**src/rtl/uart_tx_sched_pkg.sv**
```systemverilog
// uart_tx_sched_pkg: shared UART TX FIFO sizing and scheduler state encodings
package uart_tx_sched_pkg;
    localparam int UART_FIFO_DEPTH     = 16;
    localparam int UART_FIFO_COUNTER_W = 5;
    typedef enum logic {TXS_IDLE = 1'b0, TXS_XFER = 1'b1} txs_t;
endpackage

```
**src/rtl/uart_rr_pick.sv**
```systemverilog
// uart_rr_pick: rotating priority encoder, first set req at or after ptr
module uart_rr_pick #(
    parameter int N_REQ = 4,
    parameter int PW    = $clog2(N_REQ)
) (
    input  logic [N_REQ-1:0] req,
    input  logic [PW-1:0]    ptr,
    output logic [PW-1:0]    idx,
    output logic             any
);
    logic [N_REQ-1:0] rot;
    logic [PW:0]      sum;
    assign rot = N_REQ'({req, req} >> ptr);
    assign any = |req;
    // scanning downward leaves the lowest rotated position as the winner
    always_comb begin
        idx = '0;
        sum = '0;
        for (int k = N_REQ - 1; k >= 0; k--) begin
            if (rot[k]) begin
                sum = {1'b0, ptr} + (PW+1)'(k);
                idx = sum >= (PW+1)'(N_REQ) ? PW'(sum - (PW+1)'(N_REQ)) : sum[PW-1:0];
            end
        end
    end
endmodule

```
**src/rtl/uart_tx_sched.sv**
```systemverilog
// uart_tx_sched: packet-locked round-robin scheduler sharing one UART TX FIFO
module uart_tx_sched
    import uart_tx_sched_pkg::*;
#(
    parameter int N_REQ      = 4,
    parameter int FIFO_DEPTH = UART_FIFO_DEPTH,
    parameter int COUNT_W    = UART_FIFO_COUNTER_W,
    parameter int MAX_BURST  = 64
) (
    input  logic                 clk,
    input  logic                 rst_i,
    input  logic [N_REQ-1:0]     req_valid,
    input  logic [8*N_REQ-1:0]   req_data,
    input  logic [N_REQ-1:0]     req_last,
    output logic [N_REQ-1:0]     req_ready,
    input  logic [COUNT_W-1:0]   tf_count,
    output logic [7:0]           tdr,
    output logic                 tf_push,
    output logic [2:0]           grant_id,
    output logic                 busy
);
    localparam int PW = $clog2(N_REQ);
    txs_t          state, state_n;
    logic [PW-1:0] ptr, gnt, pick;
    logic [7:0]    bcnt;
    logic          any, space_ok, hs, done;

    uart_rr_pick #(.N_REQ(N_REQ), .PW(PW)) u_pick (
        .req(req_valid),
        .ptr(ptr),
        .idx(pick),
        .any(any)
    );

    // a registered push is already headed for the FIFO but not yet in tf_count
    assign space_ok  = ({1'b0, tf_count} + (COUNT_W+1)'(tf_push)) < (COUNT_W+1)'(FIFO_DEPTH);
    assign hs        = state == TXS_XFER && req_valid[gnt] && space_ok;
    assign done      = hs && (req_last[gnt] || bcnt == 8'(MAX_BURST - 1));
    assign req_ready = (state == TXS_XFER && space_ok) ? N_REQ'(1) << gnt : '0;
    assign grant_id  = 3'(gnt);
    assign busy      = state == TXS_XFER;

    always_comb begin
        state_n = state;
        if (state == TXS_IDLE && any)
            state_n = TXS_XFER;
        if (done)
            state_n = TXS_IDLE;
    end

    always_ff @(posedge clk or posedge rst_i) begin
        if (rst_i) begin
            state   <= TXS_IDLE;
            ptr     <= '0;
            gnt     <= '0;
            bcnt    <= '0;
            tdr     <= '0;
            tf_push <= 1'b0;
        end else begin
            state   <= state_n;
            tf_push <= hs;
            if (state == TXS_IDLE && any) begin
                gnt  <= pick;
                bcnt <= '0;
            end
            if (hs) begin
                tdr  <= req_data[{gnt, 3'b000} +: 8];
                bcnt <= bcnt + 8'd1;
            end
            if (done)
                ptr <= gnt == PW'(N_REQ - 1) ? '0 : gnt + 1'b1;
        end
    end
endmodule

```
**config.mk**
```make
export PLATFORM = sky130hd
export DESIGN_NAME = uart_tx_sched
export DESIGN_NICKNAME = d
export VERILOG_FILES = /design/src/rtl/uart_tx_sched_pkg.sv /design/src/rtl/uart_rr_pick.sv /design/src/rtl/uart_tx_sched.sv
export SDC_FILE = /design/constraint.sdc
export NUM_CORES = 1
export LEC_CHECK = 0
export BUFFER_PORTS_ARGS = -buffer_cell sky130_fd_sc_hd__clkbuf_2
export CAP_MARGIN = 20
export CORE_MARGIN = 8
export CORE_UTILIZATION = 40
export DETAILED_ROUTE_END_ITERATION = 16
export HOLD_SLACK_MARGIN = 0.05
export PLACE_DENSITY_LB_ADDON = 0.1
export SLEW_MARGIN = 40
export SYNTH_ARGS = -nofsm -noshare
export SYNTH_HDL_FRONTEND = slang
export SYNTH_HIERARCHICAL = 1
export SYNTH_SLANG_ARGS = --single-unit
```
**constraint.sdc**
```tcl
create_clock -name clk -period 2.27 [get_ports clk]
set_clock_uncertainty 0.15 [all_clocks]
set_input_delay 0.3405 -clock clk [delete_from_list [all_inputs] [get_ports clk]]
set_output_delay 0.3405 -clock clk [all_outputs]
set_load 0.01 [all_outputs]
```
==> metrics.csv, run 1 <==
metric,value,unit
setup.worst_path.class,reg2reg,
required,2320,ps
synth-xor-area-share,0.00611,
yosysTopAreaCell,dfrtp_1,
maxSlewViolCount,0,
drc,0,
final_layout_size_suffix_gt1_frac,0.516,
hold_depth,4,
min_period,2010,ps
synth_fa_ha_area_frac,0.0436,
clk_latency,300,ps
antenna_found_initial,0,
antenna_cells,0,
synth_area_per_cell,12.0,sq um
r2r_end,ptr[1]$_DFFE_PP0P_,
ctsHtreeMaxLevel,1,
synth-simple-area-share,0.137,
status,"finished, final reports clean",
post-cts-setup-buffer-count,0,
final_area,1860,sq um
power,2040,uW
dr.pass1.iters,4,
syn_inst,119,
synth-main-ff-cell,dfrtp_1,
fp.dieH,75.9,um
wl_per_cell,15.6,um
synth_area_leaders,"dfrtp_1, mux4_2, mux2_4",
rr_worst_depth,4,
synth_cell_types,42,
grt_pass1_vias,1348,
seq_area_frac_synth,0.384,
maxCapViolCount,0,
wl_met2,1840,um
cts_buffers,3,
std_cell_rows,21,
synth.cell_area,1430,sq um
routabilityCongestion,0.770,
fillers,327,
tns,0,ps
peakVddDrop,0.601,mV
cp-start-kind,register,
via_per_inst,5.10,
dr_total_vias,1174,
arrival,2060,ps
cts_root_buffer,clkbuf_4,
wl_met3,236,um
grt_pass1_wl,5730,um
syn_nets,171,
syn_to_final_growth,29.6,%
synth-compound-area-share,0.0934,
synth_top_family_by_area,multiplexers,
grt_max_degree,23,
wl_met1,1470,um
clock-sinks,22,
crit_path_max_fanout,15,
ioPinCount,64,
grt_usage,0.130,
routed_wl,3590,um
synth-edff-count,0,
synth_top_area_frac,0.384,
ctsResizeCount,0,
placed_area,1800,sq um
drt-initial-drc-count,47,
top_layer_used,met4,
ys_seq_elements,22,
r2r_slack,260,ps
regToRegStartpoint,gnt[0]$_DFFE_PP0P_,
clk_pin_slew_worst_paths,130,ps
core,3390,sq um
ys_warn_count,6,
critPathCaptureType,register,
synth_mux_area_frac,0.287,
hold_path.class,in2reg,
portBuffers,62,
setup_viol,0,
place_hpwl,2890,um
clock.fmax,498,MHz
power.leakage,0.000905,uW
die_area,5760,sq um
cts_tree,built,
cts_buffer_depth,2,
async_flop_share,1.00,
fin_crit_sh,0.884,
initial_core_util,0.423,
grt_overflow,0,
powerDensity,1100,nW/um^2
layout.nets,237,
holdPathEnd,busy$_DFFE_PP0P_,
chipWidth,75.9,um
min_from,req_valid[3],
postRouteAntennaNets,0,
finalHoldViolCount,0,
rsz0062_at_grt,no,
-- cells by family (layout without fill, tap and decap cells) --
logic type,Yosys count,in the layout
other cells,1,1
flops,22,22
xor+xnor,1,1
buf+inv,14,79
fa+ha+maj,5,5
simple gates,36,36
mux,23,23
compound gates,17,17
-- synth_stat cells, types with 2 or more instances --
cell type,count
dfrtp_1,22
mux2_4,10
mux4_2,9
nand2_1,7
ha_1,5
inv_1,5
nand3_1,5
a21oi_1,4
and2_1,4
nand2b_1,3
nor2_1,3
a311o_1,2
and3_1,2
buf_2,2
clkbuf_1,2
inv_2,2
nor3_1,2
nor4_1,2
o21a_1,2
o21ai_1,2
o221ai_1,2
or4_1,2
-- sequential cells by signal, summed over array words and instances, names as in the netlist --
register  count
gnt           2
tf_push       1
ptr           2
busy          1
bcnt          8
tdr           8
-- routing by layer --
layer  up-vias  track usage
li1        573            -
met3         2       0.0368
met1       561        0.143
met4         0       0.0597
met2        38        0.225
met5         -            0
-- how the worst max path moves through the flow --
stage | start | to | slack (ps)
2_1_floorplan | gnt[0]$_DFFE_PP0P_ | ptr[0]$_DFFE_PP0P_ | 290
3_3_place_gp | gnt[0]$_DFFE_PP0P_ | ptr[1]$_DFFE_PP0P_ | 290
3_5_place_dp | gnt[0]$_DFFE_PP0P_ | ptr[0]$_DFFE_PP0P_ | 250
4_1_cts | gnt[0]$_DFFE_PP0P_ | ptr[1]$_DFFE_PP0P_ | 230
5_1_grt | busy$_DFFE_PP0P_ | req_ready[3] | 160
6_report | gnt[0]$_DFFE_PP0P_ | ptr[1]$_DFFE_PP0P_ | 260
-- per-stage QoR --
step / setup WS [ps] / instances / util / hold WS, ps
global route: 157 / 230 / 0.548 / 294
floorplan: 292 / 119 / - / 180
detailed placement: 247 / 225 / 0.530 / 233
global placement: 288 / 225 / 0.530 / 348
CTS: 230 / 230 / 0.548 / 273
finish: 262 / 230 / 0.548 / 289
-- critical path, stage by stage (launching register included) --
cell and delay, ps:
dfrtp_1 400, buf_4 270, mux4_2 540, o21a_1 240, mux2_4 310
-- cell type report --
cell class,instances,area [sq um],share of cell area
multi-input combinational,83,817,0.440
sequential,22,551,0.296
timing repair buffer,67,350,0.189
tap,46,57.6,0.0310
clock inverter,1,30.0,0.0162
inverter,8,30.0,0.0162
clock buffer,3,22.5,0.0121
-- what timing repair did --
action / in CTS / in global routing
hold endpoints to repair: 22 / 0
endpoints found under the setup margin: 0 / 0
hold buffers: 1 / 0
-- cell usage in the layout (no fill, tap or decap), types with 2 or more instances in the layout --
cell,instances
dfrtp_1,22
nand2b_1,3
buf_4,4
and2_1,4
o21ai_1,2
ha_1,5
nor3_1,2
inv_2,3
mux2_4,10
nor2_1,3
clkbuf_2,62
nand3_1,5
o221ai_1,2
nor4_1,2
a311o_1,2
mux4_2,9
a21oi_1,4
clkbuf_4,3
o21a_1,2
and3_1,2
inv_1,4
or4_1,2
nand2_1,7
-- power by group --
group	switching [uW]	internal, uW	total, uW
sequential	124	544	668
clock	121	178	300
combinational	483	589	1070
No activity file was read; power rests on OpenSTA's default activity.
==> inputs of run 2 (changes only) <==
- ABC_AREA: not set -> 1
==> run 2 against run 1 <==
Clock power decreased by 8.0%. Largest power group unchanged. Cell count rose by 57%. Global-route usage increased by 1.1 points. Sequential cell count stayed put. Combinational power is 30% higher.
==> metrics.csv, run 2 <==
metric,value,unit,change
final_area,2050,sq um,+10%
required,1780,ps,-540 ps
via_per_inst,4.66,,-8.7%
drc,0,,unchanged
chipWidth,80.2,um,+5.7%
finalHoldViolCount,0,,unchanged
power.leakage,0.00117,uW,+29%
arrival,1620,ps,-440 ps
grt_max_degree,23,,unchanged
min_period,2110,ps,+105 ps
synth_area_leaders,"dfrtp_1, nand2_1, nor2_1",,
clock_power_share,0.116,,-0.031
multi_input_area,910,sq um,+11%
cts_root_buffer,clkbuf_8,,
final_common_cell,nand2_1,,
async_flop_share,1.00,,unchanged
antenna_cells,0,,unchanged
rr_worst_depth,6,,+2
core,3970,sq um,+17%
ioPinCount,64,,unchanged
final_layout_size_suffix_gt1_frac,0.280,,-0.237
clock-sinks,22,,unchanged
std_cell_rows,23,,+9.5%
swShare,0.489,,+0.132
synth.most_common_cell,nand2_1,,
post-cts-setup-buffer-count,0,,unchanged
synth.cell_area,1650,sq um,+15%
ys_seq_elements,22,,unchanged
synth_top_cells_by_count,"nand2_1, nor2_1, inv_1",,
tns,0,ps,unchanged
initial_core_util,0.415,,-0.00779
regToRegStartpoint,gnt[1]$_DFFE_PP0P_,,
cts_buffer_depth,2,,unchanged
clock.fmax,473,MHz,-5.0%
antenna_found_initial,0,,unchanged
maxCapViolCount,0,,unchanged
fp.dieH,80.2,um,+5.7%
critPathCaptureType,output port,,
grt_pass1_vias,1649,,+22%
setup.worst_path.class,reg2out,,
layout.nets,364,,+54%
synth-main-ff-cell,dfrtp_1,,
synth-edff-count,0,,unchanged
hold_path.class,in2reg,,
syn_to_final_growth,24.1,%,
synth_area_per_cell,6.57,sq um,-45%
placed_area,1980,sq um,+10%
r2r_end,bcnt[6]$_DFFE_PP0P_,,
internal-power,1210,uW,-7.4%
clk_pin_slew_worst_paths,80,ps,-50 ps
rsz0062_at_grt,no,,
powerDensity,1160,nW/um^2,+5.8%
hold_depth,5,,+1
min_from,req_data[6],,
power,2380,uW,+16%
maxSlewViolCount,0,,unchanged
status,"finished, final reports clean",,
portBuffers,62,,unchanged
ctsHtreeMaxLevel,1,,unchanged
grt_overflow,0,,unchanged
cts_buffers,3,,unchanged
setup_viol,0,,unchanged
cp-start-kind,register,,
largestRegisters,"bcnt: 8 flops, tdr: 8 flops",,
holdPathEnd,tdr[6]$_DFFE_PP0P_,,
seqPwrFrac,0.301,,-0.027
drt-initial-drc-count,56,,+19%
peakVddDrop,0.531,mV,-12%
synth_top_area_frac,0.334,,-0.0501
routabilityCongestion,0.820,,+6.6%
synth_cell_types,27,,-36%
die_area,6430,sq um,+12%
grt_usage,0.141,,+0.0109
routed_wl,4500,um,+25%
syn_nets,303,,+77%
syn_inst,251,,+110%
clk_latency,260,ps,-40 ps
combPwrFrac,0.583,,+0.057
crit_path_max_fanout,14,,-1
final_cell_mix,"nand2_1, clkbuf_2, nor2_1",,
seq_area_frac_synth,0.334,,-0.0501
ys_warn_count,6,,unchanged
yosysTopAreaCell,dfrtp_1,,
p_switching,1160,uW,+60%
seq_area,551,sq um,unchanged
fin_crit_sh,0.931,,+0.0464
place_hpwl,3600,um,+25%
postRouteAntennaNets,0,,unchanged
cts_tree,built,,
wl_per_cell,12.5,um,-20%
dr.pass1.iters,4,,unchanged
grt_pass1_wl,7390,um,+29%
fillers,429,,+31%
dr_total_vias,1683,,+43%
r2r_slack,420,ps,+160 ps
run 2: cell count changes after synthesis, moves of 8 or more:
cell and change:
nor2_1 +29, inv_1 +21, nand3_1 +16, mux4_2 -9, o21ai_0 +21, o22ai_1 +8, nand2_1 +68, mux2_4 -10
run 2: worst max-delay path: stages (launching register included):
cell	delay, ps
dfrtp_1	520
inv_1	330
ha_1	210
inv_1	40
nor2_1	110
clkbuf_2	150
run 2: worst max path at each step:
stage / to / slack, ps / start
global placement: req_ready[0] / 470 / gnt[1]$_DFFE_PP0P_
detailed placement: bcnt[6]$_DFFE_PP0P_ / 430 / gnt[1]$_DFFE_PP0P_
CTS: req_ready[0] / 150 / gnt[1]$_DFFE_PP0P_
global route: req_ready[0] / 10 / gnt[1]$_DFFE_PP0P_
floorplan: req_ready[0] / 520 / gnt[0]$_DFFE_PP0P_
finish: req_ready[0] / 160 / gnt[1]$_DFFE_PP0P_
run 2: stage by stage:
stage	cells	hold WS, ps	util	worst slack (ps)
CTS	361	322	0.515	147
floorplan	251	180	-	519
finish	361	325	0.515	157
detailed placement	356	228	0.499	429
global placement	356	222	0.499	475
global route	361	342	0.515	14.6
run 2: power groups by stage:
stage / clock, uW / sequential [uW] / combinational (uW)
floorplan: 0 / 710 / 1030
global placement: 0 / 722 / 1380
detailed placement: 0 / 720 / 1390
CTS: 289 / 713 / 1400
global route: 303 / 743 / 1590
finish: 276 / 714 / 1390
run 2: cell families after synthesis:
| kind of cell | count (synthesis) | share of synthesized area |
|---|---|---|
| xor gates and xnor gates | 4 | 0.0212 |
| adders and majority gates | 5 | 0.0379 |
| AOI/OAI and AO/OA | 36 | 0.119 |
| DFF | 22 | 0.334 |
| buffers and inverters | 42 | 0.115 |
| other | 1 | 0.00227 |
| and+or+nand+nor | 141 | 0.371 |
run 2: cell type report:
cell class                 instances  share of cell area
multi-input combinational        187               0.445
sequential                        22               0.269
timing repair buffer              66               0.168
inverter                          32              0.0612
tap                               50              0.0306
clock buffer                       4              0.0269
run 2: what timing repair did:
item,4_1_cts,5_1_grt
endpoints found under the setup margin,0,0
endpoints found under the hold margin,22,0
hold buffers,1,0
gates resized for setup,0,0
run 2: routing by layer:
layer | share of wire | track usage
met5 | 0 | 0
met3 | 0.076 | 0.0335
met1 | 0.46 | 0.169
met2 | 0.45 | 0.243
met4 | 0.0060 | 0.0382
